## config.mk

```make
export PLATFORM = sky130hd
export DESIGN_NAME = traffic_light_ctrl
export DESIGN_NICKNAME = d
export VERILOG_FILES = /design/src/rtl/traffic_light_ctrl.sv
export SDC_FILE = /design/constraint.sdc
export NUM_CORES = 1
export LEC_CHECK = 0
export BUFFER_PORTS_ARGS = -buffer_cell sky130_fd_sc_hd__buf_2
export CORE_MARGIN = 4
export CORE_UTILIZATION = 35
export DETAILED_ROUTE_END_ITERATION = 7
export PLACE_DENSITY_LB_ADDON = 0.2
export SYNTH_ARGS = -nofsm -noshare
export SYNTH_HDL_FRONTEND = slang
export SYNTH_SLANG_ARGS = --single-unit
```

## constraint.sdc

```tcl
create_clock -name clk -period 3 [get_ports clk]
set_clock_uncertainty 0.05 [all_clocks]
set_input_delay 0.15 -clock clk [delete_from_list [all_inputs] [get_ports clk]]
set_output_delay 0.15 -clock clk [all_outputs]
set_load 0.01 [all_outputs]
```

## src/rtl/traffic_light_ctrl.sv

```systemverilog
// Single-direction traffic light sequencer with an internal 1 s prescaler and a BCD countdown display.
// Optional flashing-yellow night state is built only when NIGHT_MODE_EN is defined.
module traffic_light_ctrl #(
    parameter int CLK_PER_SEC = 50_000_000,
    parameter int T_GREEN     = 25,
    parameter int T_YELLOW    = 3,
    parameter int T_RED       = 30
) (
    input  logic       clk,
    input  logic       rst_n,
    input  logic       enable,
    input  logic       nightMode,
    output logic [2:0] ledSingle,
    output logic [3:0] controlLed7Seg1,
    output logic [3:0] controlLed7Seg0,
    output logic       secTick
);

    function automatic logic [7:0] toBcd(input int v);
        toBcd = {4'(v / 10), 4'(v % 10)};
    endfunction

    localparam int              PW         = $clog2(CLK_PER_SEC);
    localparam logic [PW-1:0]   PRE_MAX    = PW'(CLK_PER_SEC - 1);
    localparam logic [7:0]      BCD_GREEN  = toBcd(T_GREEN);
    localparam logic [7:0]      BCD_YELLOW = toBcd(T_YELLOW);
    localparam logic [7:0]      BCD_RED    = toBcd(T_RED);
    localparam logic [2:0]      LAMP_GREEN  = 3'b100;
    localparam logic [2:0]      LAMP_YELLOW = 3'b010;
    localparam logic [2:0]      LAMP_RED    = 3'b001;

    if (CLK_PER_SEC < 2 || T_GREEN < 1 || T_GREEN > 99 || T_YELLOW < 1 || T_YELLOW > 99 ||
        T_RED < 1 || T_RED > 99) begin : gBadParams
        $error("traffic_light_ctrl: parameter out of range");
    end

    typedef enum logic [1:0] {
        GREEN  = 2'b00,
        YELLOW = 2'b01,
        RED    = 2'b10
`ifdef NIGHT_MODE_EN
        , NIGHT = 2'b11
`endif
    } lightState_t;

    lightState_t   stateR, stateNextS;
    logic [PW-1:0] prescalerR, prescalerNextS;
    logic [2:0]    ledNextS;
    logic [3:0]    tensNextS, unitsNextS;
    logic          secTickNextS;
    logic          tickS;
`ifdef NIGHT_MODE_EN
    logic          blinkR, blinkNextS;
`else
    logic          unusedNightS;
    assign unusedNightS = nightMode;
`endif

    // Next-state, prescaler and display computation
    always_comb begin
        tickS          = enable && (prescalerR == PRE_MAX);
        stateNextS     = stateR;
        prescalerNextS = prescalerR;
        ledNextS       = ledSingle;
        tensNextS      = controlLed7Seg1;
        unitsNextS     = controlLed7Seg0;
        secTickNextS   = 1'b0;
`ifdef NIGHT_MODE_EN
        blinkNextS     = blinkR;
`endif
        if (enable) begin
            prescalerNextS = tickS ? {PW{1'b0}} : prescalerR + PW'(1);
            secTickNextS   = tickS;
        end else begin
            prescalerNextS = prescalerR;
        end

        case (stateR)
            GREEN, YELLOW, RED: begin
`ifdef NIGHT_MODE_EN
                if (enable && nightMode) begin
                    stateNextS     = NIGHT;
                    prescalerNextS = {PW{1'b0}};
                    ledNextS       = LAMP_YELLOW;
                    tensNextS      = 4'd0;
                    unitsNextS     = 4'd0;
                    blinkNextS     = 1'b1;
                end else
`endif
                if (tickS) begin
                    if (controlLed7Seg1 == 4'd0 && controlLed7Seg0 == 4'd1) begin
                        case (stateR)
                            GREEN: begin
                                stateNextS = YELLOW;
                                ledNextS   = LAMP_YELLOW;
                                {tensNextS, unitsNextS} = BCD_YELLOW;
                            end
                            YELLOW: begin
                                stateNextS = RED;
                                ledNextS   = LAMP_RED;
                                {tensNextS, unitsNextS} = BCD_RED;
                            end
                            default: begin
                                stateNextS = GREEN;
                                ledNextS   = LAMP_GREEN;
                                {tensNextS, unitsNextS} = BCD_GREEN;
                            end
                        endcase
                    end else if (controlLed7Seg0 == 4'd0) begin
                        unitsNextS = 4'd9;
                        tensNextS  = controlLed7Seg1 - 4'd1;
                    end else begin
                        unitsNextS = controlLed7Seg0 - 4'd1;
                    end
                end else begin
                    stateNextS = stateR;
                end
            end
`ifdef NIGHT_MODE_EN
            NIGHT: begin
                if (!enable) begin
                    stateNextS = NIGHT;
                end else if (!nightMode) begin
                    stateNextS     = RED;
                    prescalerNextS = {PW{1'b0}};
                    ledNextS       = LAMP_RED;
                    {tensNextS, unitsNextS} = BCD_RED;
                    blinkNextS     = 1'b0;
                end else if (tickS) begin
                    blinkNextS = ~blinkR;
                    ledNextS   = {1'b0, ~blinkR, 1'b0};
                end else begin
                    stateNextS = NIGHT;
                end
            end
`endif
            default: begin
                // Corrupted state register: restart the cycle cleanly
                stateNextS = GREEN;
                ledNextS   = LAMP_GREEN;
                {tensNextS, unitsNextS} = BCD_GREEN;
            end
        endcase
    end

    // State, prescaler and registered outputs
    always_ff @(posedge clk or negedge rst_n) begin
        if (!rst_n) begin
            stateR          <= GREEN;
            prescalerR      <= {PW{1'b0}};
            ledSingle       <= LAMP_GREEN;
            controlLed7Seg1 <= BCD_GREEN[7:4];
            controlLed7Seg0 <= BCD_GREEN[3:0];
            secTick         <= 1'b0;
`ifdef NIGHT_MODE_EN
            blinkR          <= 1'b0;
`endif
        end else begin
            stateR          <= stateNextS;
            prescalerR      <= prescalerNextS;
            ledSingle       <= ledNextS;
            controlLed7Seg1 <= tensNextS;
            controlLed7Seg0 <= unitsNextS;
            secTick         <= secTickNextS;
`ifdef NIGHT_MODE_EN
            blinkR          <= blinkNextS;
`endif
        end
    end

endmodule

```

# Word-level counts from Yosys, hierarchy flattened
# Cells that the tools add are included.
[classes]
n_addsub = 3
n_eq_ne = 7
n_mux = 20
reduce_logical = 8
[ops]
columns = ["op", "count"]
rows = [
  ["$mux W4", 8],
  ["$add A26 B1 Y26 const B", 1],
  ["$eq A26 B26 Y1 const B", 1],
  ["$mux W26", 1],
  ["$pmux W3 S2", 2],
  ["$mux W3", 3],
  ["$logic_not A4 Y1", 2],
  ["$pmux W2 S2", 2],
  ["$sub A4 B1 Y4 const B", 2],
  ["$mux W2", 3],
  ["$eq A4 B1 Y1 const B", 1],
  ["$ne A2 B2 Y1 const B", 2],
  ["$reduce_and A2 Y1", 2],
  ["$ne A3 B3 Y1 const B", 1],
  ["$reduce_or A3 Y1", 1],
  ["$eq A2 B1 Y1 const B", 1],
  ["$eq A2 B2 Y1 const B", 1],
  ["$logic_and A1 B1 Y1", 2],
  ["$logic_not A2 Y1", 1],
  ["$mux W1", 1],
]
[word_totals]
reg_bits = 40
output_inout_bits = 12
word_cells = 44

# Longest topological paths before layout
# Gate-level depths: netlist (run 1).
[depth]
depth_word = 5
ltp_mapped = 8
mapped_depth_nobuf = 7

# Worst setup path after synthesis (run 1)
# Ideal clock, no wire load.
[synth_path]
path_kind = "register to register"
startpoint = "reg prescalerR[0]"
endpoint = "reg controlLed7Seg0[1]"
setup_ps = 129
arrival_ps = 1884
required_time_ps = 2821
slack_ps = 937
path_stages_with_launch = 9
path_buffers = 2
cell_sequence = "dfrtp_1 > ha_1 > nand3_2 > or2_1 > buf_6 > or3_4 > buf_6 > a2111oi_4 > nor3_1"
[synth_via]
elab_chain_len = 3
[synth_rtl]
columns = ["element", "line_no", "source"]
rows = [
  ["start, declared", "47", "logic [PW-1:0] prescalerR, prescalerNextS;"],
  ["start signal, assigned", "150", "prescalerR <= {PW{1'b0}};"],
  ["start signal, assigned", "160", "prescalerR <= prescalerNextS;"],
  ["$eq A26 B26 Y1", "61", "tickS = enable && (prescalerR == PRE_MAX);"],
  ["$logic_and A1 B1 Y1", "61", ""],
  ["$ne A2 B2 Y1 (no line)", "--", ""],
  ["end signal, assigned", "153", "controlLed7Seg0 <= BCD_GREEN[3:0];"],
  ["end signal, assigned", "163", "controlLed7Seg0 <= unitsNextS;"],
  ["end, declared", "15", "output logic [3:0] controlLed7Seg0,"],
]
# No other way between the ends.
# A chain may end at the register's enable or synchronous reset.

# Worst setup path in the final report (run 1)
[layout_path]
startpoint = "reg controlLed7Seg0[0]"
endpoint = "reg ledSingle[2]"
[layout_via]
elab_chain_len = 4
[layout_rtl]
columns = ["element", "line_no", "source"]
rows = [
  ["$eq A4 B1 Y1", "91", "if (controlLed7Seg1 == 4'd0 && controlLed7Seg0 == 4'd1) begin"],
  ["$logic_and A1 B1 Y1", "91", ""],
  ["$ne A2 B2 Y1 (no line)", "--", ""],
  ["$reduce_and A2 Y1 (no line)", "--", ""],
  ["end signal, assigned", "161", "ledSingle <= ledNextS;"],
  ["end, declared", "13", "output logic [2:0] ledSingle,"],
]
# No other way between the ends.

==> results of run 1 <==
-- worst max-delay path, cell delays in order, from the launching register on --
cell       delay, ps
dfstp_2          650
nand4bb_1        210
nor4_2           180
buf_4            180
nor4b_2          470
o21ai_0          210
o21ai_0          120
-- per-layer routing --
| layer | vias to the layer above | GRT usage |
|---|---|---|
| li1 | 740 | - |
| met2 | 17 | 0.184 |
| met1 | 723 | 0.173 |
| met3 | 5 | 0.0444 |
| met5 | - | 0 |
| met4 | 0 | 0.0351 |
-- cell families (layout without fill, tap and decap cells) --
logic type	count (synthesis)	count (layout)	share of synthesized area
AO/OA/AOI/OAI	26	26	0.0845
XOR/XNOR	24	24	0.105
adder cells (fa/ha/maj)	3	3	0.0188
buffers and inverters	11	32	0.0294
flip-flops	38	38	0.478
multiplexers	1	1	0.00563
AND/OR/NAND/NOR	95	95	0.278
-- power by group through the flow --
stage | clock (mW) | sequential [mW] | combinational, mW
floorplan | 0 | 0.607 | 0.0742
detailed placement | 0 | 0.616 | 0.0981
global placement | 0 | 0.616 | 0.0961
CTS | 0.377 | 0.607 | 0.101
global route | 0.406 | 0.615 | 0.116
finish | 0.361 | 0.608 | 0.0985
-- synthesized netlist by cell type, drive strengths merged --
master and n:
o21a 1, or3 1, ha 3, and4 1, inv 5, mux2 1
a21oi 11, nand3 13, o2bb2ai 1, nand3b 4, nor2 27, o211ai 1
dfrtp 34, or4 1, nor3 7, nand4 8, o21ai 8, o22ai 1
nand4bb 1, o31ai 1, nand2 10, nand2b 1, buf 4, and2 3
xor2 16, a2111oi 1, clkbuf 2, dfstp 4, nor4 4, nor4b 4
o41ai 1, nand4b 2, xnor2 8, and3 6, or2 2
-- cell type report --
class,count,area [um^2]
clock buffer,7,86.3
fill,566,3290
tap,72,90.1
inverter,5,18.8
sequential,38,956
timing repair buffer,19,110
multi-input combinational,149,985
clock inverter,1,5.00
-- state kept, by name, indices dropped and copies added, names as in the netlist --
| signal | cells |
|---|---|
| controlLed7Seg0 | 4 |
| controlLed7Seg1 | 4 |
| ledSingle | 3 |
| prescalerR | 26 |
| secTick | 1 |
-- stage by stage --
stage	utilization	area [um^2]	power [mW]	hold WS (ps)	cells
2_1_floorplan	-	2000	0.681	-196	198
3_3_place_gp	0.388	2150	0.712	270	282
3_5_place_dp	0.388	2150	0.714	272	282
4_1_cts	0.406	2250	1.08	87.4	291
5_1_grt	0.406	2250	1.14	87.3	291
6_report	0.406	2250	1.07	96.9	291
-- worst max-delay path by stage --
stage	cells past startpoint	end	slack, ps	from
floorplan	8	controlLed7Seg0[1]	940	prescalerR[0]
global placement	6	controlLed7Seg0[1]	870	prescalerR[0]
detailed placement	6	ledSingle[2]	850	controlLed7Seg0[0]
CTS	6	ledSingle[2]	830	controlLed7Seg0[0]
global route	8	ledSingle[2]	510	controlLed7Seg1[0]
finish	6	ledSingle[2]	850	controlLed7Seg0[0]
==> impl_results.md, run 1 <==
- Status: finished clean
- Vias in the first global route: 1459
- Worst slew margin: 0.428
- Share of cells above drive strength 1: 0.183
- Sequential element share of the synthesized area: 0.478
- Final nets: approximately 230
- Most frequent cells in the layout: dfrtp_1, nor2_1, xor2_1
- Gr ovfl total: 0
- Via-to-Cell Ratio: approximately 5
- Antenna Cells: 0
- Int Pwr: roughly 0.79 mW
- Highest metal used: met4
- Die area: between 0.006 and 0.007 mm^2
- Row count: 27
- CP arrival: 2310 ps
- Largest net degree at the start of global routing: 39
- Total Routing Usage GR: 0.125
- Fin crit period: 2150 ps
- Sw Pwr: roughly 0.28 mW
- Area Overhead vs Synth: 12.6%
- Clock insertion delay at the later pin of the skew report: between 200 and 300 ps
- DR WL/cell: 13.5 um
- Detailed placement HPWL: 2650 um
- Crit. End Element: register
- Reg-to-Reg End: ledSingle[2]
- Initial antenna violation count: 0
- Hold Crit Start: enable
- Most common cell after layout, fill and taps aside: dfrtp_1
- Crit share post-route: 0.717
- Die Span Y: 83.6 um
- Hold Vio Cnt, Final: 0
- Clock sinks: 38
- Final wirelength: around 4000 um
- Switching fraction of total power: 0.259
- Post-DRT Antenna Nets: 0
- Combinational power share: 0.092
- Max Cap Viol: 0
- CTS H-Tree Depth: 2
- Peak supply drop: 0.000283 V
- Synth Instances: 198
- Vias: 1485
- Longest Clk Path Bufs: 2
- Hold Path Sink: prescalerR[1]
- Slew Viols, Final: 0
- First-pass DRT Iterations: 4
- Maximum clock frequency: 0.465 GHz
- Worst slack, placed: 848 ps
- Root Driver: clkbuf_8
- 1st-iter DRT viols: 37
- Length of routed wiring on met1: 2030 um
- TNS Setup: 0 ps
- Remaining DRCs: 0
- Post-CTS Setup Repair Bufs: 0
- Met3 wire length: around 150 um
- Maximum net fanout on the critical path: 10
- I/O pin count: 16
- CP startpoint kind: register
- CTS hold repair buffers: 1
- Static leakage: roughly 1.0 nW
- Worst Path Required: 3150 ps
- Gpl congestion: 0.768
- Finish-stage setup viols: 0
- Clock power frac: 0.338
- Core Area: 0.00554 mm^2
- Synth warn: 0
- Seq cells post-synth: 38
- Pwr dens: 474 mW/mm^2
- FF-to-FF path depth: 6
- Area of the mapped netlist: 0.00200 mm^2
- Seq pwr share: 0.570
- Die Width: 83.6 um
- Post-synth cell types: between 40 and 50
- Top post-synthesis cells by area: dfrtp_1, xor2_1, dfstp_2, nor2_1, xnor2_1
- CTS resizes: 0
- Hold path cells: 2
- Reg-to-reg slack, setup: 850 ps
- HP Class: input port to register
- Final WS setup: around 850 ps
- TritonCTS buffer count: 5
- Worst-Margin Slew: 858 ps
- Syn_nets: 205
- IO buf count: 14
- Met2 WL post-DR: 1690 um
- Post-synth top area cell: dfrtp_1
- Average footprint of a synthesized cell: roughly 10 um^2
- RR Startpoint: controlLed7Seg0[0]
- Synth top area share: 0.426
- First-pass GRT wire length: 7130 um
- RSZ-0062 raised after global routing: false
- TritonCTS clock tree: done
- Starting Density: 0.361
- Clk pin slew, worst setup/hold paths: 80 ps
- Crit Path Class: register to register
(Power assumes the default switching activity.)
==> run 2: changes to the inputs <==
==> constraint.sdc (replaced) <==
create_clock -name clk -period 2.1 [get_ports clk]
set_clock_uncertainty 0.05 [all_clocks]
set_input_delay 0.105 -clock clk [delete_from_list [all_inputs] [get_ports clk]]
set_output_delay 0.105 -clock clk [all_outputs]
set_load 0.01 [all_outputs]
==> run 2 against run 1 <==
  * Non-clock buffer count up 18
  * Sequential cell count unchanged
  * Clock power up 44%
  * Worst hold slack got worse by 41 ps
  * Global-route usage increased by 0.48 points
  * Highest routed layer unchanged
  * Die area did not move
  * Register-to-register slack lost 730 ps
  * Sequential share of layout area shrank 2.9 points
  * Power is 46% higher
==> impl_results.md, run 2 (same netlist as run 1, synthesis figures left out) <==
- Total Routing Usage GR: 0.130 (+0.00483)
- Via-to-Cell Ratio: 5.01 (-1.9%)
- Hold Vio Cnt, Final: 0 (unchanged)
- Root Driver: clkbuf_8
- Die Width: 83.6 um (unchanged)
- First-pass DRT Iterations: 4 (unchanged)
- FF-to-FF path depth: 5 (-1)
- HP Class: input port to register
- Most common cell after layout, fill and taps aside: dfrtp_1
- Maximum net fanout on the critical path: 9 (-1)
- Worst-Margin Slew: 394 ps (-464 ps)
- Largest registers: prescalerR: 26 flops, controlLed7Seg0: 4 flops, controlLed7Seg1: 4 flops
- Detailed placement HPWL: 3090 um (+17%)
- CP arrival: 2100 ps (-210 ps)
- Status: finished clean
- DR WL/cell: 13.8 um (+2.0%)
- Die area: 0.00699 mm^2 (unchanged)
- Pwr dens: 648 mW/mm^2 (+37%)
- Most frequent cells in the layout: dfrtp_1, nor2_1, buf_4
- Finish-stage setup viols: 0 (unchanged)
- Vias in the first global route: 1518 (+4.0%)
- Worst slew margin: 0.735 (+0.307)
- Top reg by flops: prescalerR
- Max Cap Viol: 0 (unchanged)
- Worst slack, placed: 67.0 ps (-781 ps)
- Final wirelength: 4250 um (+8.3%)
- Initial antenna violation count: 0 (unchanged)
- Final WS setup: 119 ps (-729 ps)
- Clock insertion delay at the later pin of the skew report: 290 ps (about the same)
- Vias: 1547 (+4.2%)
- Hold path cells: 2 (unchanged)
- RSZ-0062 raised after global routing: false
- Starting Density: 0.361 (unchanged)
- Static leakage: 1.11 nW (+9.9%)
- Crit. End Element: register
- Antenna Cells: 0 (unchanged)
- I/O pin count: 16 (unchanged)
- Longest Clk Path Bufs: 2 (unchanged)
- Gr ovfl total: 0 (unchanged)
- Slew Viols, Final: 0 (unchanged)
- Gpl congestion: 0.762 (-0.72%)
- CTS H-Tree Depth: 2 (unchanged)
- TritonCTS clock tree: done
- CP startpoint kind: register
- Core Area: 0.00554 mm^2 (unchanged)
- TNS Setup: 0 ps (unchanged)
- Max reg flops: 26 (unchanged)
- Largest net degree at the start of global routing: 20 (-49%)
- 1st-iter DRT viols: 38 (+2.7%)
- Worst Path Required: 2220 ps (-930 ps)
- First-pass GRT wire length: 7390 um (+3.6%)
- Fin crit period: 1980 ps (-171 ps)
- Remaining DRCs: 0 (unchanged)
- Final nets: 243 (+8.0%)
- TritonCTS buffer count: 5 (unchanged)
- Final std cells w/o fill: 309 (+6.2%)
- Crit share post-route: 0.943 (+0.226)
- Clk pin slew, worst setup/hold paths: 80 ps (about the same)
- Clock sinks: 38 (unchanged)
- Placed insts: 296 (+5.0%)
- Crit Path Class: register to register
- Maximum clock frequency: 0.505 GHz (+8.6%)
- Post-DRT Antenna Nets: 0 (unchanged)
- Area Overhead vs Synth: 20.7%
- Row count: 27 (unchanged)
- Die Span Y: 83.6 um (unchanged)
- Share of cells above drive strength 1: 0.257 (+0.0747)
- IO buf count: 14 (unchanged)
- Peak supply drop: 0.000291 V (+2.9%)
run 2: cell types whose count changed in the layout (fill, tap and decap cells not counted):
| cell | change |
|---|---|
| nor4_2 | +1 |
| nor4_1 | -1 |
| ha_1 | -1 |
| ha_2 | +1 |
| o21ai_1 | +1 |
| buf_6 | +1 |
| buf_4 | +17 |
| nor4b_4 | +1 |
| nor4b_1 | -1 |
| o21ai_0 | -1 |
run 2: final cells by class:
cell class,count,area (um^2)
timing repair buffer,37,249
multi-input combinational,149,1010
fill,564,3130
sequential,38,956
clock inverter,1,5.00
tap,72,90.1
clock buffer,7,86.3
inverter,5,18.8
run 2: metrics by stage:
stage	hold WS, ps	utilization	power (mW)	instance area, um^2
3_3_place_gp	-106	0.407	1.04	2250
2_1_floorplan	-241	-	0.973	2000
4_1_cts	44.4	0.425	1.58	2360
6_report	55.5	0.436	1.56	2410
5_1_grt	81.4	0.436	1.66	2410
3_5_place_dp	-103	0.407	1.04	2250
run 2: layer usage:
metal,share of wire,GRT usage
met5,0,0
met4,0.013,0.0526
met3,0.032,0.0306
met2,0.47,0.202
met1,0.48,0.174
run 2: report_power, final:
| group | internal, mW | switching, mW | total, mW | leakage [nW] |
|---|---|---|---|---|
| Sequential | 0.795 | 0.0659 | 0.861 | 0.501 |
| Combinational | 0.0979 | 0.0856 | 0.184 | 0.560 |
| Clock | 0.265 | 0.254 | 0.519 | 0.0482 |
run 2: final timing paths:
kind                                 from                 end  slack (ps)
setup / recovery           prescalerR[12]  controlLed7Seg0[1]         120
hold / removal                     enable       prescalerR[1]          60
setup reg to reg           prescalerR[12]  controlLed7Seg0[1]         120
hold reg to reg              ledSingle[2]        ledSingle[2]         430
max in group asynchronous           rst_n        ledSingle[2]        1370
min in group asynchronous           rst_n       prescalerR[1]         120
run 2: repair_timing:
item                                    CTS  global route
buffers inserted                          0             4
hold buffers                              1             0
hold endpoints to repair                 35             0
gates resized for setup                   0             6
endpoints found under the setup margin    0            22
run 2: critical path, cell delays in order, from the launching register on:
cell and delay, ps:
dfrtp_1 420, and4_1 260, nand4_1 250, or3_4 480, a2111oi_4 330, nor3_1 80
==> run 3: changes to the inputs <==
--- a/config.mk
+++ b/config.mk
@@ -8,6 +8,7 @@
 export BUFFER_PORTS_ARGS = -buffer_cell sky130_fd_sc_hd__buf_2
 export CORE_MARGIN = 4
 export CORE_UTILIZATION = 35
+export CTS_BUF_LIST = sky130_fd_sc_hd__clkbuf_4 sky130_fd_sc_hd__clkbuf_8
 export DETAILED_ROUTE_END_ITERATION = 7
 export PLACE_DENSITY_LB_ADDON = 0.2
 export SYNTH_ARGS = -nofsm -noshare
==> run 3 against run 2 <==
  * Maximum frequency is the same
  * Final cell count is the same
  * Register-to-register slack is essentially flat
  * Critical path type unchanged
  * Critical endpoint unchanged
  * Largest cell class unchanged
  * Highest routed layer unchanged
==> impl_results.md, run 3 (same netlist as run 1, synthesis figures left out) <==
- Top reg by flops: prescalerR
- Slew Viols, Final: 0 (unchanged)
- Largest net degree at the start of global routing: 20 (unchanged)
- Via-to-Cell Ratio: 5.01 (unchanged)
- Max Cap Viol: 0 (unchanged)
- Initial antenna violation count: 0 (unchanged)
- Area Overhead vs Synth: 20.9%
- Crit. End Element: register
- 1st-iter DRT viols: 38 (unchanged)
- Worst Path Required: 2220 ps (about the same)
- CP startpoint kind: register
- Detailed placement HPWL: 3090 um (unchanged)
- Finish-stage setup viols: 0 (unchanged)
- Root Driver: clkbuf_8
- Hold Vio Cnt, Final: 0 (unchanged)
- Clock insertion delay at the later pin of the skew report: 290 ps (about the same)
- Vias in the first global route: 1518 (unchanged)
- Most common cell after layout, fill and taps aside: dfrtp_1
- TNS Setup: 0 ps (unchanged)
- Max reg flops: 26 (unchanged)
- Clk pin slew, worst setup/hold paths: 80 ps (about the same)
- Total Routing Usage GR: 0.130 (unchanged)
- Pwr Total: 1.58 mW (+0.84%)
- Crit share post-route: 0.943 (unchanged)
- Remaining DRCs: 0 (unchanged)
- Share of cells above drive strength 1: 0.262 (+0.00422)
- Core Area: 0.00554 mm^2 (unchanged)
- Clock sinks: 38 (unchanged)
- Largest registers: prescalerR: 26 flops, controlLed7Seg0: 4 flops, controlLed7Seg1: 4 flops
- Row count: 27 (unchanged)
- CP arrival: 2100 ps (about the same)
- Final wirelength: 4250 um (about the same)
- Starting Density: 0.361 (unchanged)
- Maximum clock frequency: 0.505 GHz (unchanged)
- Vias: 1547 (unchanged)
- Worst slew margin: 0.735 (unchanged)
- First-pass DRT Iterations: 4 (unchanged)
- Most frequent cells in the layout: dfrtp_1, nor2_1, buf_4
- HP Class: input port to register
- I/O pin count: 16 (unchanged)
- Crit Path Class: register to register
- Longest Clk Path Bufs: 2 (unchanged)
- CTS H-Tree Depth: 2 (unchanged)
- RSZ-0062 raised after global routing: false
- Die Width: 83.6 um (unchanged)
- Gpl congestion: 0.762 (unchanged)
- Maximum net fanout on the critical path: 9 (unchanged)
- Worst-Margin Slew: 394 ps (unchanged)
- Final nets: 243 (unchanged)
- Post-DRT Antenna Nets: 0 (unchanged)
- First-pass GRT wire length: 7390 um (unchanged)
- Fin crit period: 1980 ps (unchanged)
- Status: finished clean
- Die Span Y: 83.6 um (unchanged)
- Peak supply drop: 0.000295 V (+1.2%)
- Gr ovfl total: 0 (unchanged)
- Pwr dens: 652 mW/mm^2 (+0.68%)
- Antenna Cells: 0 (unchanged)
- Die area: 0.00699 mm^2 (unchanged)
- IO buf count: 14 (unchanged)
- TritonCTS clock tree: done
- Static leakage: 1.11 nW (+0.31%)
- TritonCTS buffer count: 5 (unchanged)
- DR WL/cell: 13.8 um (about the same)
run 3: changes by cell type in the layout (fill, tap and decap cells not counted):
cell      change
clkbuf_1      -1
clkbuf_4      +1
run 3: area by class of cell:
type | instances | area (um^2)
fillers | 565 | 3120
multi-input cells | 149 | 1010
flip-flops and latches | 38 | 956
repair buffers | 37 | 249
clock buffers | 7 | 90.1
well taps | 72 | 90.1
clock inverters | 1 | 5.00
inverters | 5 | 18.8
run 3: metrics by stage:
step | worst slack [ps] | utilization | cells | hold slack, ps | area (um^2)
2_1_floorplan | 37.2 | - | 198 | -241 | 2000
3_3_place_gp | 85.1 | 0.407 | 296 | -106 | 2250
3_5_place_dp | 67.0 | 0.407 | 296 | -103 | 2250
4_1_cts | 47.9 | 0.426 | 305 | 44.1 | 2360
5_1_grt | 5.36 | 0.436 | 309 | 81.4 | 2420
6_report | 119 | 0.436 | 309 | 55.3 | 2420
run 3: timing repair:
| item | 4_1_cts | 5_1_grt |
|---|---|---|
| endpoints found under the setup margin | 0 | 22 |
| hold buffers | 1 | 0 |
| gates resized for setup | 0 | 6 |
| setup buffers | 0 | 4 |
| endpoints found under the hold margin | 35 | 0 |
run 3: metal layers:
| metal | GRT usage | part of all wire | up-vias |
|---|---|---|---|
| li1 | - | - | 778 |
| met1 | 0.174 | 0.48 | 746 |
| met2 | 0.202 | 0.47 | 18 |
| met3 | 0.0306 | 0.032 | 5 |
| met4 | 0.0526 | 0.013 | 0 |
| met5 | 0 | 0 | - |
run 3: worst paths after layout:
path                                       to  cells past startpoint            from  slack [ps]
max in group asynchronous        ledSingle[2]                      3           rst_n        1370
hold reg to reg                  ledSingle[2]                      2    ledSingle[2]         430
min in group asynchronous       prescalerR[1]                      2           rst_n         120
setup reg to reg           controlLed7Seg0[1]                      5  prescalerR[12]         120
hold / removal                  prescalerR[1]                      2          enable          60
setup / recovery           controlLed7Seg0[1]                      5  prescalerR[12]         120
run 3: report_power, final:
group          internal [mW]  total [mW]  switching [mW]
registers              0.795       0.861          0.0659
logic                 0.0979       0.184          0.0856
clock network          0.278       0.532           0.254
run 3: worst max-delay path, stage by stage, from the launching register on:
cell and delay [ps]:
dfrtp_1 420, and4_1 260, nand4_1 250, or3_4 480, a2111oi_4 330, nor3_1 80
